## src/rtl/cnt_timer_pkg.sv

```systemverilog
// cnt_timer_pkg: shared state encoding and default widths for the counter timer.
package cnt_timer_pkg;
    typedef enum logic [1:0] {IDLE, RUN, DONE} state_e;
    localparam int CNT_WIDTH   = 8;
    localparam int CNT_PRESC_W = 4;
endpackage

```

## src/rtl/cnt_timer_ctrl_prescaler.sv

```systemverilog
// cnt_prescaler: count-enable generator, one enable every presc_i+1 cycles while not cleared.
module cnt_prescaler
    import cnt_timer_pkg::*;
#(
    parameter int PRESC_W = CNT_PRESC_W
) (
    input  logic               clk_i,
    input  logic               rst_ni,
    input  logic               clr_i,
    input  logic [PRESC_W-1:0] presc_i,
    output logic               en_o
);
    logic [PRESC_W-1:0] pcnt;
    assign en_o = pcnt == presc_i;
    always_ff @(posedge clk_i or negedge rst_ni) begin
        if (!rst_ni) pcnt <= '0;
        else if (clr_i) pcnt <= '0;
        else pcnt <= en_o ? '0 : pcnt + 1'b1;
    end
endmodule

```

## src/rtl/cnt_timer_ctrl.sv

```systemverilog
// cnt_timer_ctrl: command-driven one-shot/periodic timer sequencer over the free-running counter.
// Optional prescaled count enable with CNT_PRESCALER_EN.
module cnt_timer_ctrl
    import cnt_timer_pkg::*;
#(
    parameter int WIDTH   = CNT_WIDTH,
    parameter int PRESC_W = CNT_PRESC_W
) (
    input  logic               clk_i,
    input  logic               rst_ni,
    input  logic               cmd_valid_i,
    output logic               cmd_ready_o,
    input  logic [WIDTH-1:0]   cmd_period_i,
    input  logic               cmd_oneshot_i,
`ifdef CNT_PRESCALER_EN
    input  logic [PRESC_W-1:0] cmd_presc_i,
`endif
    input  logic               stop_i,
    output logic [WIDTH-1:0]   cnt_o,
    output logic               busy_o,
    output logic               tick_o,
    output logic               done_o
);
    state_e state_q, state_d;
    logic [WIDTH-1:0] cnt_q, cnt_d, period_q, period_d;
    logic oneshot_q, oneshot_d, en, at_tc;

`ifdef CNT_PRESCALER_EN
    logic [PRESC_W-1:0] presc_q;
    always_ff @(posedge clk_i or negedge rst_ni) begin
        if (!rst_ni) presc_q <= '0;
        else if (state_q == IDLE && cmd_valid_i) presc_q <= cmd_presc_i;
    end
    // held clear outside RUN so it always starts from zero on RUN entry
    cnt_prescaler #(.PRESC_W(PRESC_W)) u_presc (
        .clk_i  (clk_i),
        .rst_ni (rst_ni),
        .clr_i  (state_q != RUN || stop_i),
        .presc_i(presc_q),
        .en_o   (en)
    );
`else
    logic [PRESC_W-1:0] unused_presc;
    assign unused_presc = '0;
    assign en = 1'b1;
`endif

    assign at_tc       = cnt_q == period_q;
    assign cnt_o       = cnt_q;
    assign cmd_ready_o = state_q == IDLE;
    assign busy_o      = state_q == RUN;
    assign done_o      = state_q == DONE;
    assign tick_o      = busy_o && at_tc && en;

    always_comb begin
        state_d   = state_q;
        cnt_d     = cnt_q;
        period_d  = period_q;
        oneshot_d = oneshot_q;
        unique case (state_q)
            IDLE: if (cmd_valid_i) begin
                period_d  = cmd_period_i;
                oneshot_d = cmd_oneshot_i;
                state_d   = cmd_period_i == '0 ? DONE : RUN;
            end
            RUN: begin
                // stop outranks the terminal-count transition
                if (stop_i) begin
                    state_d = IDLE;
                    cnt_d   = '0;
                end else if (en) begin
                    state_d = at_tc && oneshot_q ? DONE : RUN;
                    cnt_d   = !at_tc ? cnt_q + 1'b1 : oneshot_q ? cnt_q : '0;
                end
            end
            DONE: begin
                state_d = IDLE;
                cnt_d   = '0;
            end
            default: state_d = IDLE;
        endcase
    end

    always_ff @(posedge clk_i or negedge rst_ni) begin
        if (!rst_ni) begin
            state_q   <= IDLE;
            cnt_q     <= '0;
            period_q  <= '0;
            oneshot_q <= 1'b0;
        end else begin
            state_q   <= state_d;
            cnt_q     <= cnt_d;
            period_q  <= period_d;
            oneshot_q <= oneshot_d;
        end
    end
endmodule

```

## config.mk

```make
export PLATFORM = sky130hd
export DESIGN_NAME = cnt_timer_ctrl
export DESIGN_NICKNAME = d
export VERILOG_FILES = /design/src/rtl/cnt_timer_pkg.sv /design/src/rtl/cnt_timer_ctrl_prescaler.sv /design/src/rtl/cnt_timer_ctrl.sv
export SDC_FILE = /design/constraint.sdc
export NUM_CORES = 1
export LEC_CHECK = 0
export CAP_MARGIN = 20
export CORE_ASPECT_RATIO = 1.25
export CORE_MARGIN = 2
export CORE_UTILIZATION = 48
export DETAILED_ROUTE_END_ITERATION = 10
export HOLD_SLACK_MARGIN = 0.05
export PLACE_DENSITY = 0.77
export SYNTH_ARGS = -nofsm -noshare
export SYNTH_HDL_FRONTEND = slang
export SYNTH_HIERARCHICAL = 1
export SYNTH_SLANG_ARGS = --single-unit
```

## constraint.sdc

```tcl
create_clock -name clk_i -period 1.75 [get_ports clk_i]
set_input_delay 0.175 -clock clk_i [delete_from_list [all_inputs] [get_ports clk_i]]
set_output_delay 0.175 -clock clk_i [all_outputs]
set_load 0.02 [all_outputs]
```

==> metrics.md <==
| Metric | Value |
|---|---|
| Flop-to-flop setup slack | 0.10 ns |
| Maxcap violations | 0 |
| Largest net degree at the start of global routing | 20 |
| Core box area | 0.00203 sq mm |
| DR WL/cell | 14.3 um |
| Ant. Diodes | 0 |
| Die ar. | 0.00258 sq mm |
| Max Clk Rate | 0.585 GHz |
| Drt first pass iters | 4 |
| Cell Pwr Density | 1550 mW/mm^2 |
| Synth area leader | dfrtp_1 |
| End point of the critical path | tick_o |
| Synthesis-to-layout area growth | 35.5% |
| Vias | 838 |
| Synth Instances | 92 |
| Largest delay share family, worst path | simple AND/OR/NAND/NOR gates |
| Worst VDD drop | 1.02 mV |
| Worst min path class | input port to asynchronous set/reset pin |
| Die height | 56.3 um |
| Number of port buffers | 24 |
| Net count reported at finish | 149 |
| Post-Syn Area | 0.00105 sq mm |
| Gr usage total | 19.6% |
| Vias per cell | 5.55 |
| Commonest cells after routing, fill and taps aside | clkdlybuf4s50_1 (20), dfrtp_1 (19), buf_4 (13), mux2_2 (10) |
| Total power | 0.00221 W |
| Root Buffer | clkbuf_4 |
| Routed Antenna Nets | 0 |
| Syn. warnings | 6 |
| Clk buf depth | 2 |
| Critical path buffers and inverters | 1 |
| Netlist cell types | 23 |
| Worst path arrival time | 1.53 ns |
| Clk_lat worst skew | 0.29 ns |
| Number of global-route vias before repair | 862 |
| Worst Tran Pin Value | 0.362 ns |
| CP startpoint | period_q[3] |
| Global-route wire length before repair | 3.80 mm |
| Slowest CP cell | dfrtp_1 |
| Leak Pwr | 0.616 nW |
| Rel. slew slack | 75.8% |
| Crit-path cells | xor2_1 -> nor4_4 -> and3_4 -> buf_4 |
| Unrepaired setup endpoints after global routing | true |
| R2r endpoint | cnt_o[0] |
| Clock Sinks | 19 |
| Initial antenna violation count | 0 |
| Post-synthesis sequential area ratio | 45.2% |
| # rows | 18 |
| Drt total wl | 2.16 mm |
| Syn_nets | 109 |
| Reg clk slew, reported paths | 0.11 ns |
| Number of remaining DRC errors | 0 |
| Post-Syn Area per Cell | 11.4 sq um |
| Finish-stage setup viols | 0 |
| DR iter-0 viols | 23 |
| Layout cells sized above 1 | 23.7% |
| Horiz. Die Dim | 45.9 um |
| CP max stage delay | 0.41 ns |
| Synth top area cells | dfrtp_1 (45%), mux2_2 (11%), o2bb2ai_1 (6.7%) |
| Cell depth of the worst setup path | 4 |
| Total gr overflow | 0 |
| Number of synthesized register bits | 19 |
| Post-synth top area share | 45.2% |
| Critical Path End Type | primary output |
| Post-DP HPWL | 1.73 mm |
| TritonCTS Buffers | 3 |
| Outcome | complete, no violations |
| Critical path type | register to primary output |
| Final GP Congestion | 0.804 |
| Minimum clock period after layout | 1.71 ns |
| Worst Setup Start Kind | register |
| Worst reg2reg path depth | 5 |
| Hold Fails Final Rpt | 0 |
| WP data required | 1.57 ns |
| Starting Density | 51.9% |
| Worst Skew | 0.00326 ns |
| Commonest non-fill, non-tap cell in the layout | clkdlybuf4s50_1 |
| Fin. max-slew vios | 0 |
| Max FO, Critical Path | 2 |
| Final period util | 97.6% |
| CTS tree | done |
| Post-layout util | 70.2% |
| Crit Reg-Reg Startpoint | period_q[5] |
| H-tree levels | 1 |
| Ports | 25 |
## what timing repair did
item                       4_1_cts  5_1_grt
hold endpoints to repair         0        0
resized for setup                7        2
buffers inserted                 0        1
setup endpoints to repair        4        1
hold buffers                     0        0
pin swaps                        0        1
## worst min path at each step
| stage | from | to |
|---|---|---|
| 6_report | rst_ni | cnt_o[6] |
| 3_5_place_dp | period_q[2] | period_q[2] |
| 3_3_place_gp | period_q[2] | period_q[2] |
| 2_1_floorplan | rst_ni | cnt_o[0] |
| 4_1_cts | rst_ni | state_q[0] |
| 5_1_grt | rst_ni | state_q[0] |
## state kept, by name, indices dropped and copies added, names as in the netlist
name / cells
state_q: 2
cnt_o: 8
period_q: 8
oneshot_q: 1
## cell families (layout without fill, tap and decap cells)
| group | count (synthesis) | count (layout) | synth area share, % |
|---|---|---|---|
| AO/OA/AOI/OAI | 16 | 16 | 11.9 |
| XOR/XNOR | 8 | 8 | 6.67 |
| adder cells (fa/ha/maj) | 4 | 4 | 4.76 |
| buffers and inverters | 4 | 43 | 1.79 |
| flip-flops | 19 | 19 | 45.2 |
| multiplexers | 13 | 13 | 13.6 |
| AND/OR/NAND/NOR | 28 | 28 | 16.1 |
## routing by layer
layer / GRT usage, % / vias up / part of all wire [%] / routed length (um)
li1: - / 413 / - / -
met1: 26.5 / 398 / 44 / 956
met2: 32.3 / 25 / 51 / 1100
met3: 2.25 / 2 / 4.5 / 98
met4: 4.90 / 0 / 0.46 / 10
met5: 0 / - / 0 / 0
## per-stage QoR
stage | TNS, ns | setup slack [ns] | cells | area [sq um] | hold slack, ns
after floorplan | 0 | 0.194 | 92 | 1050 | -0.121
after global placement | -0.0539 | -0.0539 | 146 | 1390 | 0.510
after detailed placement | -0.103 | -0.103 | 146 | 1390 | 0.524
after CTS | 0 | 0.00853 | 150 | 1410 | 0.219
after global routing | -0.0461 | -0.0461 | 151 | 1420 | 0.237
final | 0 | 0.0417 | 151 | 1420 | 0.203
## synth_stat cells, drive strengths merged
cell	instances
nor3	3
ha	4
nand4	1
nor4	2
a32o	1
xor2	8
or4	2
a41o	1
nand2b	2
inv	3
o2bb2ai	8
o21ai	2
a21oi	3
dfrtp	19
and3	1
mux2	10
a211o	1
nor2	6
mux2i	3
buf	1
nand2	7
nor2b	1
nand3	3
## power breakdown
group          leakage (nW)  switching, W  total [W]  internal, W
registers             0.238      0.000135   0.000752     0.000617
clock network        0.0177      0.000135   0.000220    0.0000848
logic                 0.360      0.000650    0.00123     0.000583
## worst register-to-register path: stages (launching register included)
cell,delay [ns]
dfrtp_1,0.41
xor2_1,0.19
nor4_4,0.30
buf_4,0.17
a41o_1,0.35
o2bb2ai_1,0.16
## cell type report
type | count | area, sq um
flip-flops and latches | 19 | 475
fillers | 159 | 603
well taps | 20 | 25.0
clock inverters | 1 | 5.00
repair buffers | 36 | 324
inverters | 3 | 11.3
multi-input cells | 69 | 561
clock buffers | 3 | 22.5
Note: power is estimated with default switching activity, not from simulation.
==> RTL edit, RTL diff (config.mk and constraints unchanged) <==
Encoding of `state_e`: now one-hot (3 bits for 3 states).
--- a/src/rtl/cnt_timer_pkg.sv
+++ b/src/rtl/cnt_timer_pkg.sv
@@ -1,6 +1,6 @@
 // cnt_timer_pkg: shared state encoding and default widths for the counter timer.
 package cnt_timer_pkg;
-    typedef enum logic [1:0] {IDLE, RUN, DONE} state_e;
+    typedef enum logic [2:0] {IDLE = 3'b001, RUN = 3'b010, DONE = 3'b100} state_e;
     localparam int CNT_WIDTH   = 8;
     localparam int CNT_PRESC_W = 4;
 endpackage
Function: no difference found for any inputs over 10 cycles, from zero or initial values and one cycle with rst_ni low; not proved beyond that.
==> RTL edit against the unedited design <==
- setup slack got worse by 0.030 ns
- first-iteration DRC count fell by 48%
- sequential share of layout area decreased by 4.0 points
- final area grew 20%
- hold slack worse by 0.0020 ns
- area after synthesis is 5.5% higher
- sequential cell count is 1 higher
- wire length up 42%
- via count rose by 20%
- power down 8.1%
==> RTL edit: results (changes against the unedited design) <==
status finished, final reports clean; clock transition at the registers of the reported paths 0.11 ns (about the same); worst-case reg-to-reg path depth 7 (+2); Unique masters post-synth 38 (+65%); gp weighted congestion 0.792 (-1.4%); clock skew after layout 0.00410 ns (+0.000839 ns); worst slack on hold paths 0.201 ns (-0.00195 ns); Port Buf Inserts 24 (unchanged); library cell used as clock root buffer sky130_fd_sc_hd__clkbuf_4; Register-to-Register Setup Slack 0.01 ns (-0.09 ns); launch instance of the worst register-to-register path state_q[2]; total number of H-tree levels 1 (unchanged); total placed instance area 1540 sq um (+11%); class of the most critical hold timing path primary input to asynchronous set/reset pin; 1st-pass router iterations 4 (unchanged); pre-CTS setup slack -0.0685 ns (+0.0348 ns); worst path arrival time 1.95 ns (+0.42 ns); clk_lat worst skew about 0.3 ns; largest net degree at the start of global routing 21 (+5.0%); total routing usage reported by global routing 23.9% (+4.4 points); share of final-layout standard cells stronger than drive strength 1 45.1% (+21 points); reg-to-reg critical path endpoint cnt_o[1]; largest cells by area after synthesis sky130_fd_sc_hd__dfrtp_1 (43%), sky130_fd_sc_hd__mux2_2 (9.1%), sky130_fd_sc_hd__xnor2_1 (6.3%); Warnings, synthesis 6 (unchanged); Vias 1002 (+20%); diode count 0 (unchanged); Max Fanout on Critical Path 5 (+3); leakage component of the power 0.745 nW (+21%); Slew @ Worst Pin 0.321 ns (-0.0409 ns); dpl hpwl 2.08 mm (+20%); Fill cells 149 (-6.3%); clock buffers created by TritonCTS 3 (unchanged); post-synthesis sequential area ratio 45.3% (about the same); leading cell types by count after synthesis sky130_fd_sc_hd__dfrtp_1 (19), sky130_fd_sc_hd__mux2_2 (9), sky130_fd_sc_hd__nand2_1 (8), sky130_fd_sc_hd__xnor2_1 (8), sky130_fd_sc_hd__nor2_1 (7); DRT iter0 DRCs 12 (-48%); first-pass GRT wire length 4.61 mm (+21%); maximum buffer depth of the clock tree 2 (unchanged); number of antenna violations at the first check in global routing 0 (unchanged); fin nets 168 (+13%); share of async-settable or async-resettable flops after synthesis 100% (unchanged); syn nets 115 (+5.5%); Max VDD drop 1.04 mV (+1.7%); total wire length after detailed routing 3.06 mm (+42%)
-- RTL edit: kinds of logic after synthesis --
| kind of cell | after synthesis | synth area share (%) |
|---|---|---|
| simple gates | 38 | 20.4 |
| flops | 20 | 45.3 |
| compound gates | 18 | 13.4 |
| mux | 9 | 9.14 |
| xor+xnor | 8 | 6.32 |
| buf+inv | 7 | 4.29 |
| fa+ha+maj | 1 | 1.13 |
-- RTL edit: worst max path at each step --
stage / from / end / slack (ns) / cells after the start
after global placement: state_q[0] / tick_o / -0.07 / 3
final: state_q[2] / cnt_o[1] / 0.01 / 7
after floorplan: cnt_o[0] / cnt_o[6] / 0.03 / 6
after CTS: cnt_o[1] / cnt_o[6] / 0.008 / 6
after global routing: state_q[2] / cnt_o[1] / -0.06 / 7
after detailed placement: state_q[0] / tick_o / -0.07 / 3
-- RTL edit: power by group --
group          switching (W)  internal [W]  leakage [nW]  total (W)
combinational       0.000447      0.000585         0.481    0.00103
sequential          0.000148      0.000621         0.249   0.000769
clock               0.000137     0.0000890        0.0150   0.000226
-- RTL edit: layer usage --
| layer | vias to the layer above | track usage, % | share of wire (%) |
|---|---|---|---|
| met5 | - | 0 | 0 |
| met4 | 0 | 11.5 | 4.3 |
| met3 | 13 | 3.12 | 2.8 |
| met2 | 23 | 40.1 | 53 |
| met1 | 501 | 29.3 | 39 |
| li1 | 465 | - | - |
-- RTL edit: layout make-up --
class | count | area [sq um] | share of cell area, %
well taps | 31 | 38.8 | 2.26
repair buffers | 52 | 458 | 26.7
clock buffers | 4 | 26.3 | 1.53
flip-flops and latches | 20 | 504 | 29.4
multi-input cells | 74 | 674 | 39.3
inverters | 3 | 12.5 | 0.730
-- RTL edit: critical path, cell delays in order, from the launching register on --
cell and delay (ns):
sky130_fd_sc_hd__dfrtp_1 0.40, sky130_fd_sc_hd__buf_6 0.14, sky130_fd_sc_hd__nor4b_4 0.28, sky130_fd_sc_hd__nand2_1 0.14
sky130_fd_sc_hd__o32ai_4 0.38, sky130_fd_sc_hd__buf_4 0.18, sky130_fd_sc_hd__nand2_1 0.06, sky130_fd_sc_hd__o31ai_1 0.06
-- RTL edit: what timing repair did --
action	4_1_cts	5_1_grt
setup buffers	0	5
pin swaps	0	12
gates cloned	0	1
setup endpoints to repair	5	17
gates resized for setup	12	27
hold buffers	0	0
-- RTL edit: metrics by stage --
| step | power, W | setup TNS, ns | cells |
|---|---|---|---|
| after global routing | 0.00213 | -0.293 | 184 |
| after global placement | 0.00156 | -0.0897 | 174 |
| after floorplan | 0.00123 | 0 | 101 |
| after CTS | 0.00181 | 0 | 178 |
| after detailed placement | 0.00161 | -0.205 | 174 |
| final | 0.00203 | 0 | 184 |
